**src/rtl/fft_radix2_param.sv**
```systemverilog
// In-place radix-2 DIT FFT: streams N samples in, one butterfly per cycle, streams N bins out in natural order.
// Optional per-stage 1/2 scaling is enabled by defining FFT_STAGE_SCALE_EN.
module fft_radix2_param #(
  parameter int NBITS = 16,
  parameter int LOG2N = 4
) (
  input  logic                    clk,
  input  logic                    reset,
  input  logic                    in_push,
  input  logic signed [NBITS-1:0] in_real,
  input  logic signed [NBITS-1:0] in_imag,
  output logic                    in_stall,
  output logic                    out_push_F,
  output logic signed [NBITS-1:0] out_real_F,
  output logic signed [NBITS-1:0] out_imag_F,
  input  logic                    out_stall
);

  localparam int N    = 1 << LOG2N;
  localparam int HALF = N / 2;
  localparam int SW   = $clog2(LOG2N);
  localparam int MW   = 2 * NBITS;
  localparam int PW   = 2 * NBITS + 2;

  localparam logic [1:0] ST_LOAD = 2'd0;
  localparam logic [1:0] ST_COMP = 2'd1;
  localparam logic [1:0] ST_UNLD = 2'd2;

  localparam logic signed [PW-1:0] SAT_HI = {{(PW-NBITS+1){1'b0}}, {(NBITS-1){1'b1}}};
  localparam logic signed [PW-1:0] SAT_LO = ~SAT_HI;

  typedef logic [LOG2N-1:0] addr_t;
  typedef logic [LOG2N-2:0] tidx_t;

  function automatic addr_t bitrev(input addr_t a);
    addr_t r;
    for (int i = 0; i < LOG2N; i++) r[i] = a[LOG2N-1-i];
    return r;
  endfunction

  // Accumulator is in Q(NBITS-1) product scale; drop back to sample scale, truncating.
  function automatic logic signed [NBITS-1:0] scale_sat(input logic signed [PW-1:0] acc);
    logic signed [PW-1:0] sh;
    sh = acc >>> (NBITS-1);
`ifdef FFT_STAGE_SCALE_EN
    sh = sh >>> 1;
`endif
    if (sh > SAT_HI) return SAT_HI[NBITS-1:0];
    if (sh < SAT_LO) return SAT_LO[NBITS-1:0];
    return sh[NBITS-1:0];
  endfunction

  function automatic logic signed [NBITS-1:0] tw_val(input int k, input logic sin_part);
    real ang, v;
    int  q;
    ang = 6.283185307179586 * real'(k) / real'(N);
    v   = sin_part ? -$sin(ang) : $cos(ang);
    v   = v * real'(1 << (NBITS-1));
    q   = $rtoi((v >= 0.0) ? v + 0.5 : v - 0.5);
    if (q > (1 << (NBITS-1)) - 1) q = (1 << (NBITS-1)) - 1;
    return q[NBITS-1:0];
  endfunction

  logic [MW-1:0]           mem [N];
  logic signed [NBITS-1:0] tw_re [HALF];
  logic signed [NBITS-1:0] tw_im [HALF];

  for (genvar k = 0; k < HALF; k++) begin : g_tw
    assign tw_re[k] = tw_val(k, 1'b0);
    assign tw_im[k] = tw_val(k, 1'b1);
  end

  logic [1:0]    state;
  addr_t         in_cnt, b_cnt, out_k;
  logic [SW-1:0] s_cnt;

  assign in_stall = (state != ST_LOAD);

  // Stage p0: butterfly addressing, memory read and arithmetic
  logic  bubble_p0;
  addr_t hmask_p0, top_p0, bot_p0, rd_a, rd_b;
  tidx_t tw_idx_p0;

  assign bubble_p0 = (b_cnt == addr_t'(HALF));

  always_comb begin
    hmask_p0  = (addr_t'(1) << s_cnt) - addr_t'(1);
    top_p0    = ((b_cnt & ~hmask_p0) << 1) | (b_cnt & hmask_p0);
    bot_p0    = top_p0 | (hmask_p0 + addr_t'(1));
    tw_idx_p0 = tidx_t'((b_cnt & hmask_p0) << (SW'(LOG2N-1) - s_cnt));
    rd_a      = top_p0;
    rd_b      = bot_p0;
    if (state == ST_UNLD)                rd_a = out_k + addr_t'(1);
    else if (state == ST_COMP && bubble_p0) rd_a = '0;
  end

  logic signed [NBITS-1:0] a_re_p0, a_im_p0, b_re_p0, b_im_p0, w_re_p0, w_im_p0;
  logic signed [MW-1:0]    p_rr_p0, p_ii_p0, p_ri_p0, p_ir_p0;
  logic signed [PW-1:0]    bw_re_p0, bw_im_p0, a_re_ext_p0, a_im_ext_p0;

  assign a_re_p0 = mem[rd_a][MW-1:NBITS];
  assign a_im_p0 = mem[rd_a][NBITS-1:0];
  assign b_re_p0 = mem[rd_b][MW-1:NBITS];
  assign b_im_p0 = mem[rd_b][NBITS-1:0];
  assign w_re_p0 = tw_re[tw_idx_p0];
  assign w_im_p0 = tw_im[tw_idx_p0];

  assign p_rr_p0 = MW'(b_re_p0) * MW'(w_re_p0);
  assign p_ii_p0 = MW'(b_im_p0) * MW'(w_im_p0);
  assign p_ri_p0 = MW'(b_re_p0) * MW'(w_im_p0);
  assign p_ir_p0 = MW'(b_im_p0) * MW'(w_re_p0);

  assign bw_re_p0    = PW'(p_rr_p0) - PW'(p_ii_p0);
  assign bw_im_p0    = PW'(p_ri_p0) + PW'(p_ir_p0);
  assign a_re_ext_p0 = PW'(a_re_p0) <<< (NBITS-1);
  assign a_im_ext_p0 = PW'(a_im_p0) <<< (NBITS-1);

  // Stage p1: registered butterfly results, written back on the next edge
  logic signed [NBITS-1:0] x_re_p1, x_im_p1, y_re_p1, y_im_p1;
  addr_t                   top_p1, bot_p1;
  logic                    vld_p1;

  always_ff @(posedge clk) begin
    x_re_p1 <= scale_sat(a_re_ext_p0 + bw_re_p0);
    x_im_p1 <= scale_sat(a_im_ext_p0 + bw_im_p0);
    y_re_p1 <= scale_sat(a_re_ext_p0 - bw_re_p0);
    y_im_p1 <= scale_sat(a_im_ext_p0 - bw_im_p0);
    top_p1  <= top_p0;
    bot_p1  <= bot_p0;
  end

  always_ff @(posedge clk) begin
    if (state == ST_LOAD && in_push) mem[bitrev(in_cnt)] <= {in_real, in_imag};
    if (vld_p1) begin
      mem[top_p1] <= {x_re_p1, x_im_p1};
      mem[bot_p1] <= {y_re_p1, y_im_p1};
    end
  end

  always_ff @(posedge clk or negedge reset) begin
    if (!reset) begin
      state      <= ST_LOAD;
      in_cnt     <= '0;
      b_cnt      <= '0;
      s_cnt      <= '0;
      out_k      <= '0;
      vld_p1     <= 1'b0;
      out_push_F <= 1'b0;
      out_real_F <= '0;
      out_imag_F <= '0;
    end else begin
      vld_p1 <= (state == ST_COMP) && !bubble_p0;
      case (state)
        ST_LOAD: begin
          if (in_push) begin
            in_cnt <= in_cnt + addr_t'(1);
            if (in_cnt == addr_t'(N-1)) begin
              state <= ST_COMP;
              b_cnt <= '0;
              s_cnt <= '0;
            end
          end
        end
        ST_COMP: begin
          // The bubble slot lets the stage's last write land before the next stage reads.
          if (bubble_p0) begin
            b_cnt <= '0;
            if (s_cnt == SW'(LOG2N-1)) begin
              state      <= ST_UNLD;
              out_k      <= '0;
              out_push_F <= 1'b1;
              out_real_F <= a_re_p0;
              out_imag_F <= a_im_p0;
            end else begin
              s_cnt <= s_cnt + SW'(1);
            end
          end else begin
            b_cnt <= b_cnt + addr_t'(1);
          end
        end
        ST_UNLD: begin
          if (!out_stall) begin
            if (out_k == addr_t'(N-1)) begin
              out_push_F <= 1'b0;
              state      <= ST_LOAD;
            end else begin
              out_k      <= out_k + addr_t'(1);
              out_real_F <= a_re_p0;
              out_imag_F <= a_im_p0;
            end
          end
        end
        default: state <= ST_LOAD;
      endcase
    end
  end

endmodule
```
**config.mk**
```make
export PLATFORM = sky130hd
export DESIGN_NAME = fft_radix2_param
export DESIGN_NICKNAME = d
export VERILOG_FILES = /design/src/rtl/fft_radix2_param.sv
export SDC_FILE = /design/constraint.sdc
export NUM_CORES = 2
export LEC_CHECK = 0
export ABC_CLOCK_PERIOD_IN_PS = 30900
export BUFFER_PORTS_ARGS = -buffer_cell sky130_fd_sc_hd__buf_2
export CORE_ASPECT_RATIO = 0.75
export CORE_UTILIZATION = 60
export DETAILED_ROUTE_END_ITERATION = 6
export GPL_ROUTABILITY_DRIVEN = 0
export PLACE_DENSITY = 0.8
export SYNTH_ARGS = -nofsm -noshare
export SYNTH_HDL_FRONTEND = slang
export SYNTH_SLANG_ARGS = --single-unit
export TNS_END_PERCENT = 5
```
**constraint.sdc**
```tcl
create_clock -name clk -period 30.9 [get_ports clk]
set_input_delay 1.545 -clock clk [delete_from_list [all_inputs] [get_ports clk]]
set_output_delay 1.545 -clock clk [all_outputs]
set_load 0.02 [all_outputs]
```
==> parameters.txt <==
Parameter                              Value

STA
  Max-slew headroom ... 6.399%
  Worst Hold Margin ... ~0.50 ns
  Share of the clock period used by the worst path ... 51.49%
  Unrepaired setup endpoints after global routing ... no
  Slew @ Worst Pin ... between 1 and 1.5 ns
  Final TNS setup ... 0 ns
  Clk_skew ... 0.03873 ns
  Maximum frequency from static timing analysis ... 0.06285 GHz
  Fin. Hold Viols ... 0
  # setup viols final ... 0
  Max-slew violation count ... 0
  Final worst path period need ... 15.91 ns

Setup path
  Worst setup SP type ... flop
  Critical Path Fanout Max ... around 50
  Critical path start-end classification ... reg2reg
  Worst setup EP type ... flop
  Required time at the endpoint of the critical path ... 31.40 ns
  Slowest stage delay, CP ... 0.95 ns
  Critical Path Slowest Stage Cell ... a2111oi_0
  Data arrival at the endpoint of the critical path ... 16.41 ns

Clock tree
  Buffer type at the clock tree root ... clkbuf_16
  Number of buffers inserted by hold repair at cts ... 0
  Clock-pin slew on the worst setup and hold paths ... 0.07 ns
  H-tree depth ... 2
  CTS sink cnt ... 634
  Clock buffers created by TritonCTS ... 55
  CTS tree ... yes
  Setup repair bufs after CTS ... 0
  Maximum clock insertion buffer count ... 3
  Clock insertion delay at the later pin of the skew report ... 0.66 ns
  CTS resizes ... 0

Synth
  Yosys top cell by area ... fa_1
  Top cells by area, synth ... fa_1 (27%), edfxtp_1 (19%), mux2i_1 (7.3%), ha_1 (6.8%), inv_1 (6.5%)
  Number of warnings issued by yosys ... 0
  Number of enable flip-flop cells after synthesis ... about 510
  Netlist cell types ... 86
  Fraction of post-synthesis cell area in the top cell type by area ... 27.07%
  FF+latch count, synth ... 634
  Post-synth design cell area ... 79940 um2
  Ys flop type ... edfxtp_1
  Number of instances in the synthesized netlist ... between 8000 and 9000
  Mean cell area of the mapped netlist ... 9.508 um2
  Synthesized net count ... roughly 10000
  Register area share after synthesis ... 22.60%
  Async SR Flop Fraction ... between 7 and 8%

Place
  Post-DP HPWL ... 185600 um
  Port buffer count ... 69

Hold path
  Min-Delay Path Class ... reg2reg

Detailed routing
  Routed vias/inst ... 6.511
  Number of search-and-repair iterations in the first detailed-routing pass ... 7
  DR iter-0 viols ... 10360
  Antenna Violating Nets Remaining ... 0
  Count of vias placed by the detailed router ... about 64000
  Total DRC errors in the routed layout ... 43
  Mean routed wirelength per cell ... 27.17 um
  Detailed-route wire length ... 269100 um

Global routing
  Number of antenna violations at the first check in global routing ... 27
  Number of global-route vias before repair ... about 66000
  Total routing resource utilization after global routing ... about two fifths
  Pin count of the biggest net entering global routing ... 157
  Wire length of the first global-routing pass ... 401900 um
  Congestion Overflow GR ... 0

Die
  Area enclosed by the die boundary ... 134700 um2
  Core region area ... 131700 um2
  Top Ports ... 70
  Std cell rows ... 115
  Die extent in y ... about 320 um
  Effective utilization at floorplan ... 60.72%
  Width of the chip ... around 420 um

Finish
  Share of final-layout standard cells stronger than drive strength 1 ... 7.301%
  # nets final ... between 9000 and 10000
  Area growth from synthesis to layout ... 4.850%
  Number of fill cells in the layout ... around 10000

Flow run
  Max-capacitance violation count ... 0

Run status
  Violated checks ... design-rule violations
  Result of the run ... complete, but fails checks
==> per-layer routing <==
metal  wire length [um]  track usage (%)
met2             107300            54.85
met1              94300            53.70
met4              16130            18.56
met3              51120            17.58
met5                313                0
==> layout by cell type, fill, tap and decap left out, drive strengths merged, types with 6 or more instances in the layout <==
cell type     n
inv        1394
fa         1081
nand2       934
nor2        729
mux2i       586
edfxtp      512
a21oi       492
ha          437
o21ai       316
buf         209
a211oi      170
and2        159
mux4        126
xnor2       120
a31oi        82
dfxtp        72
nand2b       70
clkbuf       69
a311oi       66
xor2         53
dfrtp        50
mux2         35
nand3        35
nor3         33
a21o         31
nor2b        26
or2          24
o31ai        22
clkinv       21
o21bai       17
o21a         16
diode        14
and3         14
nand4        13
or3          11
o221ai       11
a2111oi       6
bufinv        6
a31o          6
==> state kept, by name, indices dropped and copies added (netlist names), 2 cells and up <==
signal and cells:
b_cnt 4, bot_p1 4, in_cnt 4, mem 512
out_imag_F 16, out_k 4, out_real_F 16, s_cnt 2
state 2, top_p1 4, x_im_p1 16, x_re_p1 16
y_im_p1 16, y_re_p1 16
==> cell type report <==
cell class	count	area, um2	area share (%)
well taps	1755	2196	2.620
diodes	14	35.03	0.04180
clock buffers	69	1554	1.854
inverters	1389	5214	6.220
flip-flops and latches	634	18070	21.55
clock inverters	35	349.1	0.4165
multi-input cells	5800	54960	65.56
repair buffers	209	1449	1.729
==> through the flow <==
| step | instances | instance area [um2] | setup WS, ns | utilization [%] |
|---|---|---|---|---|
| CTS | 9891 | 83780 | 15.55 | 63.64 |
| finish | 9905 | 83820 | 14.99 | 63.67 |
| global route | 9899 | 83810 | 14.43 | 63.65 |
| floorplan | 8408 | 79940 | 18.05 | - |
| global placement | 9787 | 81880 | 15.99 | 62.19 |
| detailed placement | 9787 | 81880 | 15.60 | 62.19 |
==> synth_stat cells, types with 6 or more instances <==
cell / n
inv_1: 1384
fa_1: 1081
nand2_1: 933
nor2_1: 727
mux2i_1: 586
clkbuf_1: 512
edfxtp_1: 512
a21oi_1: 484
ha_1: 437
o21ai_0: 302
a211oi_1: 169
and2_1: 159
mux4_2: 126
xnor2_1: 119
a31oi_1: 79
dfxtp_1: 72
nand2b_1: 70
a311oi_1: 65
buf_1: 63
xor2_1: 53
dfrtp_1: 50
mux2_2: 35
nor3_1: 33
nand3_1: 32
a21o_1: 31
nor2b_1: 26
or2_2: 24
o31ai_1: 21
o21bai_1: 17
o21a_1: 15
and3_1: 14
nand4_1: 13
o21ai_1: 11
o221ai_1: 11
or3_1: 11
a21oi_2: 8
a2111oi_0: 6
a31o_2: 6
buf_2: 6
==> path summary, 6_finish.rpt <==
check | slack (ns) | start | depth (start not counted) | end
min reg2reg | 0.50 | out_imag_F[7] | 1 | out_imag_F[7]
max reg2reg | 14.99 | s_cnt[1] | 48 | x_re_p1[2]
max in group asynchronous | 29.22 | reset | 1 | s_cnt[0]
max | 14.99 | s_cnt[1] | 48 | x_re_p1[2]
min | 0.50 | out_imag_F[7] | 1 | out_imag_F[7]
min in group asynchronous | 1.01 | reset | 1 | out_real_F[0]
==> critical path, delay by kind of cell (launching register included) <==
| kind | cells | cell delay, ns |
|---|---|---|
| flops | 1 | 0.59 |
| simple gates | 7 | 1.42 |
| mux | 3 | 0.75 |
| buf+inv | 13 | 3.47 |
| xor+xnor | 1 | 0.16 |
| compound gates | 13 | 4.36 |
| fa+ha+maj | 11 | 4.87 |
==> cells by family (layout without fill, tap and decap cells) <==
family / count (synthesis) / after routing / share of synthesized area [%]
flops: 634 / 634 / 22.60
compound gates: 1290 / 1290 / 9.899
xor+xnor: 173 / 173 / 1.905
fa+ha+maj: 1518 / 1518 / 33.91
other cells: 0 / 14 / 0
buf+inv: 1974 / 1702 / 9.311
simple gates: 2072 / 2072 / 10.99
mux: 747 / 747 / 11.38
Power is not shown: default switching activity piles up to over one toggle a cycle in this logic, so the estimate is an artifact.
